## src/rtl/mips_pkg.sv

```systemverilog
// Shared MIPS definitions: sequencer state encoding, memory address select, opcode/funct values.
package mips_pkg;

  localparam int unsigned STATE_W  = 3;
  localparam int unsigned OPCODE_W = 6;
  localparam int unsigned FUNCT_W  = 6;

  typedef enum logic [STATE_W-1:0] {
    S_FETCH  = 3'd0,
    S_DECODE = 3'd1,
    S_EXEC   = 3'd2,
    S_MEM    = 3'd3,
    S_WB     = 3'd4,
    S_MULDIV = 3'd5,
    S_HALTED = 3'd6
  } state_t;

  localparam logic MEM_ADDR_PC  = 1'b0;
  localparam logic MEM_ADDR_ALU = 1'b1;

  // Primary opcodes
  localparam logic [OPCODE_W-1:0] OP_SPECIAL = 6'h00;
  localparam logic [OPCODE_W-1:0] OP_REGIMM  = 6'h01;
  localparam logic [OPCODE_W-1:0] OP_J       = 6'h02;
  localparam logic [OPCODE_W-1:0] OP_JAL     = 6'h03;
  localparam logic [OPCODE_W-1:0] OP_LB      = 6'h20;
  localparam logic [OPCODE_W-1:0] OP_LH      = 6'h21;
  localparam logic [OPCODE_W-1:0] OP_LWL     = 6'h22;
  localparam logic [OPCODE_W-1:0] OP_LW      = 6'h23;
  localparam logic [OPCODE_W-1:0] OP_LBU     = 6'h24;
  localparam logic [OPCODE_W-1:0] OP_LHU     = 6'h25;
  localparam logic [OPCODE_W-1:0] OP_LWR     = 6'h26;
  localparam logic [OPCODE_W-1:0] OP_SB      = 6'h28;
  localparam logic [OPCODE_W-1:0] OP_SH      = 6'h29;
  localparam logic [OPCODE_W-1:0] OP_SW      = 6'h2B;

  // SPECIAL funct codes
  localparam logic [FUNCT_W-1:0] FN_JR    = 6'h08;
  localparam logic [FUNCT_W-1:0] FN_JALR  = 6'h09;
  localparam logic [FUNCT_W-1:0] FN_MFHI  = 6'h10;
  localparam logic [FUNCT_W-1:0] FN_MFLO  = 6'h12;
  localparam logic [FUNCT_W-1:0] FN_MULT  = 6'h18;
  localparam logic [FUNCT_W-1:0] FN_MULTU = 6'h19;
  localparam logic [FUNCT_W-1:0] FN_DIV   = 6'h1A;
  localparam logic [FUNCT_W-1:0] FN_DIVU  = 6'h1B;

endpackage

```

## src/rtl/mips_multicycle_sequencer.sv

```systemverilog
// Multi-cycle MIPS sequencer: walks fetch/decode/execute/memory/writeback, stalls on
// memory waitrequest, times mul/div occupancy, detects halt and counts active cycles.
module mips_multicycle_sequencer #(
  parameter int unsigned MULDIV_CYCLES = 32
) (
  input  logic        clk,
  input  logic        reset,
  input  logic        mem_waitrequest,
  input  logic        pc_is_zero,
  input  logic        is_load,
  input  logic        is_store,
  input  logic        is_muldiv,
  input  logic        writes_reg,
  output logic        active,
  output logic        mem_read,
  output logic        mem_write,
  output logic        mem_addr_sel,
  output logic        ir_write,
  output logic        pc_write,
  output logic        reg_write,
  output logic        hilo_write,
  output logic [2:0]  state,
  output logic [31:0] cycle_count
);
  import mips_pkg::*;

  localparam int unsigned CNT_W  = 6;
  localparam int unsigned CYC_W  = 32;
  localparam logic [CNT_W-1:0] MULDIV_LOAD = CNT_W'(MULDIV_CYCLES - 1);

  state_t             state_q, state_d;
  logic [CNT_W-1:0]   muldiv_cnt_q, muldiv_cnt_d;
  logic [CYC_W-1:0]   cycle_count_q, cycle_count_d;
  logic               active_c;

  // State, mul/div counter and cycle counter registers with synchronous reset
  always_ff @(posedge clk) begin
    if (reset) begin
      state_q       <= S_FETCH;
      muldiv_cnt_q  <= '0;
      cycle_count_q <= '0;
    end else begin
      state_q       <= state_d;
      muldiv_cnt_q  <= muldiv_cnt_d;
      cycle_count_q <= cycle_count_d;
    end
  end

  // Running indication and free-running active-cycle counter (wraps naturally)
  always_comb begin
    active_c      = !reset && (state_q != S_HALTED);
    cycle_count_d = active_c ? cycle_count_q + CYC_W'(1) : cycle_count_q;
  end

  // Next-state and per-state strobe decode; everything forced quiet while reset is high
  always_comb begin
    state_d      = state_q;
    muldiv_cnt_d = muldiv_cnt_q;
    mem_read     = 1'b0;
    mem_write    = 1'b0;
    mem_addr_sel = MEM_ADDR_PC;
    ir_write     = 1'b0;
    pc_write     = 1'b0;
    reg_write    = 1'b0;
    hilo_write   = 1'b0;

    case (state_q)
      S_FETCH: begin
        if (pc_is_zero) begin
          state_d = S_HALTED;
        end else begin
          mem_read = 1'b1;
          if (!mem_waitrequest) begin
            ir_write = 1'b1;
            state_d  = S_DECODE;
          end
        end
      end
      S_DECODE: begin
        state_d = S_EXEC;
      end
      S_EXEC: begin
        pc_write = 1'b1;
        if (is_muldiv) begin
          state_d      = S_MULDIV;
          muldiv_cnt_d = MULDIV_LOAD;
        end else if (is_load || is_store) begin
          state_d = S_MEM;
        end else begin
          state_d = S_WB;
        end
      end
      S_MEM: begin
        mem_addr_sel = MEM_ADDR_ALU;
        mem_read     = is_load;
        // Load wins if both flags ever appear, keeping read and write exclusive
        mem_write    = is_store && !is_load;
        if (!mem_waitrequest) begin
          state_d = is_load ? S_WB : S_FETCH;
        end
      end
      S_WB: begin
        reg_write = writes_reg;
        state_d   = S_FETCH;
      end
      S_MULDIV: begin
        if (muldiv_cnt_q == '0) begin
          hilo_write = 1'b1;
          state_d    = S_FETCH;
        end else begin
          muldiv_cnt_d = muldiv_cnt_q - CNT_W'(1);
        end
      end
      S_HALTED: begin
        state_d = S_HALTED;
      end
      default: begin
        state_d = S_FETCH;
      end
    endcase

    if (reset) begin
      mem_read     = 1'b0;
      mem_write    = 1'b0;
      mem_addr_sel = MEM_ADDR_PC;
      ir_write     = 1'b0;
      pc_write     = 1'b0;
      reg_write    = 1'b0;
      hilo_write   = 1'b0;
    end
  end

  assign active      = active_c;
  assign state       = state_q;
  assign cycle_count = cycle_count_q;

endmodule

```

## config.mk

```make
export PLATFORM = sky130hd
export DESIGN_NAME = mips_multicycle_sequencer
export DESIGN_NICKNAME = d
export VERILOG_FILES = /design/src/rtl/mips_pkg.sv /design/src/rtl/mips_multicycle_sequencer.sv
export SDC_FILE = /design/constraint.sdc
export NUM_CORES = 1
export LEC_CHECK = 0
export BUFFER_PORTS_ARGS = -buffer_cell sky130_fd_sc_hd__buf_2
export CAP_MARGIN = 20
export CORE_MARGIN = 3
export CORE_UTILIZATION = 47
export DETAILED_ROUTE_END_ITERATION = 8
export PLACE_DENSITY = 0.75
export SETUP_SLACK_MARGIN = 0.5
export SLEW_MARGIN = 0
export SYNTH_ARGS = -nofsm -noshare
export SYNTH_HDL_FRONTEND = slang
export SYNTH_SLANG_ARGS = --single-unit
```

## constraint.sdc

```tcl
create_clock -name clk -period 2.05 [get_ports clk]
set_input_delay 0.1025 -clock clk [delete_from_list [all_inputs] [get_ports clk]]
set_output_delay 0.1025 -clock clk [all_outputs]
set_load 0.05 [all_outputs]
```

# == Yosys cells after proc, flatten, opt, wreduce, memory -nomap -nowiden ==
# Index checks and enable logic that the tools add are counted.
# classes
eq_ne,12
add_sub_neg,2
mux,29
n_reduce_logical,10
# op_table
op,count
$add 32x1->32 const B,1
$mux 3,7
$pmux 3 s6,1
$mux 1,17
$mux 6,2
$pmux 6 s2,1
$eq 3x3->1 const B,3
$ne 2x2->1 const B,4
$eq 3x2->1 const B,2
$logic_not 6->1,1
$ne 3x3->1 const B,2
$reduce_and 3->1,2
$sub 6x1->6 const B,1
$eq 3x1->1 const B,1
$logic_not 3->1,1
$logic_and 1x1->1,2
$logic_not 1->1,2
$pmux 1 s2,1
$reduce_bool 2->1,1
$logic_or 1x1->1,1
# word_totals
out_inout_bits,43
word_cells,56
reg_bits,41

# == Logic depth before layout (Yosys ltp) ==
# logic_depth
depth_word,4
depth_mapped,7
depth_no_buf,6

# == Least setup slack after synthesis ==
# Ideal clock, no wire load.
# synth_timing
path_kind,reg2out
startpoint,reg state_q[0] (netlist: state[0])
endpoint,out mem_write
path_stages_with_launch,5
arrival_time_ps,2904
slack_ps,-956
path_buffers,1
required_time_ps,1947
path_cell_list,dfxtp_1 clkbuf_1 inv_1 nor3b_1 and3b_1
# synth_via
elab_chain_len,3
# synth_rtl
item,line_no,text
start: declaration,mips_multicycle_sequencer.sv:31,"state_t state_q, state_d;"
start signal: assignment,mips_multicycle_sequencer.sv:43,state_q <= state_d;
$eq 3x2->1,mips_multicycle_sequencer.sv:67,case (state_q)
$mux 1,mips_multicycle_sequencer.sv:67,
$mux 1,mips_multicycle_sequencer.sv:122,if (reset) begin
end: declaration,mips_multicycle_sequencer.sv:16,"output logic mem_write,"
# Every way passes these cells.

# == Worst setup path after layout ==
# layout_timing
startpoint,reg cycle_count_q[8] (netlist: cycle_count[8])
endpoint,reg cycle_count_q[30] (netlist: cycle_count[30])
# layout_via
elab_chain_len,1
# layout_rtl
item,line_no,text
start: declaration,mips_multicycle_sequencer.sv:33,"logic [CYC_W-1:0] cycle_count_q, cycle_count_d;"
start signal: assignment,mips_multicycle_sequencer.sv:45,cycle_count_q <= cycle_count_d;
$add 32x1->32,mips_multicycle_sequencer.sv:52,cycle_count_d = active_c ? cycle_count_q + CYC_W'(1) : cycle_count_q;
# Every way passes these cells.
# A chain may end at the register's enable or synchronous reset.

==> results.md <==
- Status: finished clean
- Final-report hold violation count: 0
- Pre-CTS WS: 146.7 ps
- CTS Sinks: 41
- Seq cells post-synth: 41
- Post-DP HPWL: 3.388 mm
- Area leader, netlist: dfxtp_1
- CP top delay family: simple AND/OR/NAND/NOR gates
- Die height: 71.92 um
- Worst Path Required: 2280 ps
- Internal: 1.373 mW
- Yosys top cell area share: 40.20%
- Type of destination of the critical path: flop
- Setup TNS: 0 ps
- Root Driver: clkbuf_8
- Worst R2R Path Depth: 5
- GPL Wtd Cong: 0.7881
- Post-synthesis cell area: 0.002042 mm2
- CP Data Arrival Time: 2090 ps
- CP Buf/Inv Count: 0
- Post-synth EDFFs: 0
- Achievable frequency: 0.5374 GHz
- Vias: 2102
- GRT overflow: 0
- Post-synth cell types: 38
- IO Port Bufs: 50
- Prevailing post-synth register cell: dfxtp_1
- Drt drc: 0
- Vias in the first global route: 1957
- Ys Warns: 0
- Setup repair after global routing missed its margin: yes
- Ports: 51
- CTS tree: built
- Syn-to-layout area delta: 52.88%
- H-tree depth: 2
- Vias/cell: 5.532
- CP cell instances: nand4_4, or4_4, or3_4, or3_1, a21oi_1
- Synthesized instance count: 254
- Hold Crit Depth: 4
- Post-DP Area: 0.002595 mm2
- Tightest Pin Transition: 354.1 ps
- Fin util: 76.39%
- DR iter-0 viols: 105
- Max capacitance violation total: 0
- WL final: 5.562 mm
- Initial Util: 49.97%
- Final Worst Setup Slack: 189.1 ps
- Cell with the most instances after synthesis: dfxtp_1
- Pwr per Cell Area: 673.8 mW/mm2
- Design area: 0.003122 mm2
- R2r startpoint: cycle_count[8]
- R2R Path End: cycle_count[30]
- Mapped Nets: 265
- Flop2flop setup slack: 190 ps
- CTS Buffer Depth: 2
- Post-synth ARST share: 0%
- Hold Crit Class: primary input to flop
- Logic pwr share: 32.2%
- Post-layout minimum cycle time: 1861 ps
- Flop pwr share: 42.7%
- Die Wd: 71.92 um
- Worst Setup Start Kind: flop
- Startpoint of the worst hold path: mem_waitrequest
- Sw Pwr: 0.7304 mW
- Slew HR: 76.21%
- Core ar.: 0.004086 mm2
- Clk_lat worst skew: 290 ps
- Slowest cell on the critical path: or4_4
- FP Rows: 23
- Syn_area_per_cell: 8.039 um2
- Fin crit share: 90.77%
- Design Power: 2.103 mW
- ANT cells: 0
- NumNets Final: 341
- WHS Endpoint: state[2]
- CP max stage delay: 500 ps
- LEAKAGE: 1.339 nW
- Crit path kind: flop to flop
- Drt wl/cell: 14.64 um
- Num CTS Buffers: 5
- CTS clk-pin slew, worst paths: 70 ps
- VDD IR-drop max: 0.4890 mV
- Die area: 0.005172 mm2
- First-pass GRT wire length: 8.963 mm
- Slew Viols, Final: 0
- Hold-fix buffers, CTS: 0
- Skew final: 1.577 ps
- Share of cells above drive strength 1: 48.48%
- Post-DRT Antenna Nets: 0
- Register area share after synthesis: 40.20%
- # setup viols final: 0
- Dominant cells by area after synthesis: dfxtp_1 40%, xnor2_1 7.7%, nor2_1 7.2%, nand2_1 3.7%, nor3_1 3.2%
- All-Layer GR Usage: 21.62%
- Clk pwr share: 25.0%
- Max FO, Critical Path: 5
- Largest net degree at the start of global routing: 26
- Antenna violations before repair: 0
- Net Sw Frac: 34.73%
- TritonRoute pass-1 iters: 4
- Commonest cells in the netlist: 41 x dfxtp_1, 39 x nor2_1, 20 x nand2_1
==> kinds of logic after synthesis <==
group,count (synthesis),share of synthesized area [%]
buf+inv,21,3.983
xor+xnor,25,10.72
mux,2,0.9804
flops,41,40.20
compound gates,32,9.682
simple gates,130,32.60
fa+ha+maj,3,1.838
==> placed cells by master, fill, tap and decap left out, types with 4 or more instances in the layout <==
| cell type | instances |
|---|---|
| a21oi_1 | 8 |
| buf_2 | 44 |
| buf_4 | 26 |
| buf_6 | 8 |
| clkbuf_8 | 6 |
| dfxtp_1 | 16 |
| dfxtp_2 | 10 |
| dfxtp_4 | 15 |
| inv_1 | 8 |
| nand2_1 | 18 |
| nand3_1 | 8 |
| nand4_1 | 9 |
| nor2_1 | 37 |
| nor3_1 | 4 |
| nor3_4 | 6 |
| nor4_2 | 4 |
| nor4_4 | 5 |
| o21ai_0 | 5 |
| or3_1 | 6 |
| or3_4 | 4 |
| xnor2_1 | 17 |
| xor2_1 | 7 |
==> worst min-delay path: stages <==
cell and delay [ps]:
buf_2 130, a31oi_2 120, nand2_1 80, a31oi_1 80
==> worst max path at each step <==
stage	cells past startpoint	slack, ps	end	startpoint
after floorplan	6	30	cycle_count[30]	cycle_count[8]
after global placement	6	190	cycle_count[23]	cycle_count[11]
after detailed placement	6	150	cycle_count[23]	cycle_count[10]
after CTS	5	210	cycle_count[30]	cycle_count[11]
after global routing	5	100	cycle_count[30]	cycle_count[8]
final	5	190	cycle_count[30]	cycle_count[8]
==> state kept, by name, summed over array words and instances, names as in the netlist <==
signal and cells:
cycle_count 32, muldiv_cnt_q 6, state 3
==> layout make-up <==
class | count | area [um2]
fillers | 288 | 964.7
well taps | 50 | 62.56
clock buffers | 7 | 86.33
multi-input cells | 192 | 1485
flip-flops and latches | 41 | 889.6
inverters | 8 | 30.03
repair buffers | 82 | 568.0
==> power groups by stage <==
stage / logic (mW) / clock network (mW) / registers, mW
after global routing: 0.733 / 0.564 / 0.906
after global placement: 0.494 / 0 / 0.927
after CTS: 0.610 / 0.538 / 0.893
after detailed placement: 0.501 / 0 / 0.929
final: 0.678 / 0.527 / 0.899
after floorplan: 0.357 / 0 / 0.982
==> metal layers <==
layer | global-route usage (%) | vias up | part of all wire (%)
li1 | - | 1045 | -
met1 | 27.78 | 1005 | 45
met2 | 34.90 | 45 | 49
met3 | 4.432 | 7 | 4.5
met4 | 10.02 | 0 | 1.7
met5 | 0 | - | 0
==> through the flow <==
step / instances / hold WS, ps
finish: 380 / 273.3
global route: 380 / 272.6
global placement: 349 / 454.3
floorplan: 254 / 267.8
CTS: 371 / 248.5
detailed placement: 349 / 462.4
==> what timing repair did <==
action | 4_1_cts | 5_1_grt
setup endpoints to repair | 25 | 41
cloned | 1 | 0
buffers inserted | 14 | 9
pin swaps | 7 | 11
gates resized for setup | 31 | 26
Note: power is estimated with default switching activity, not from simulation.
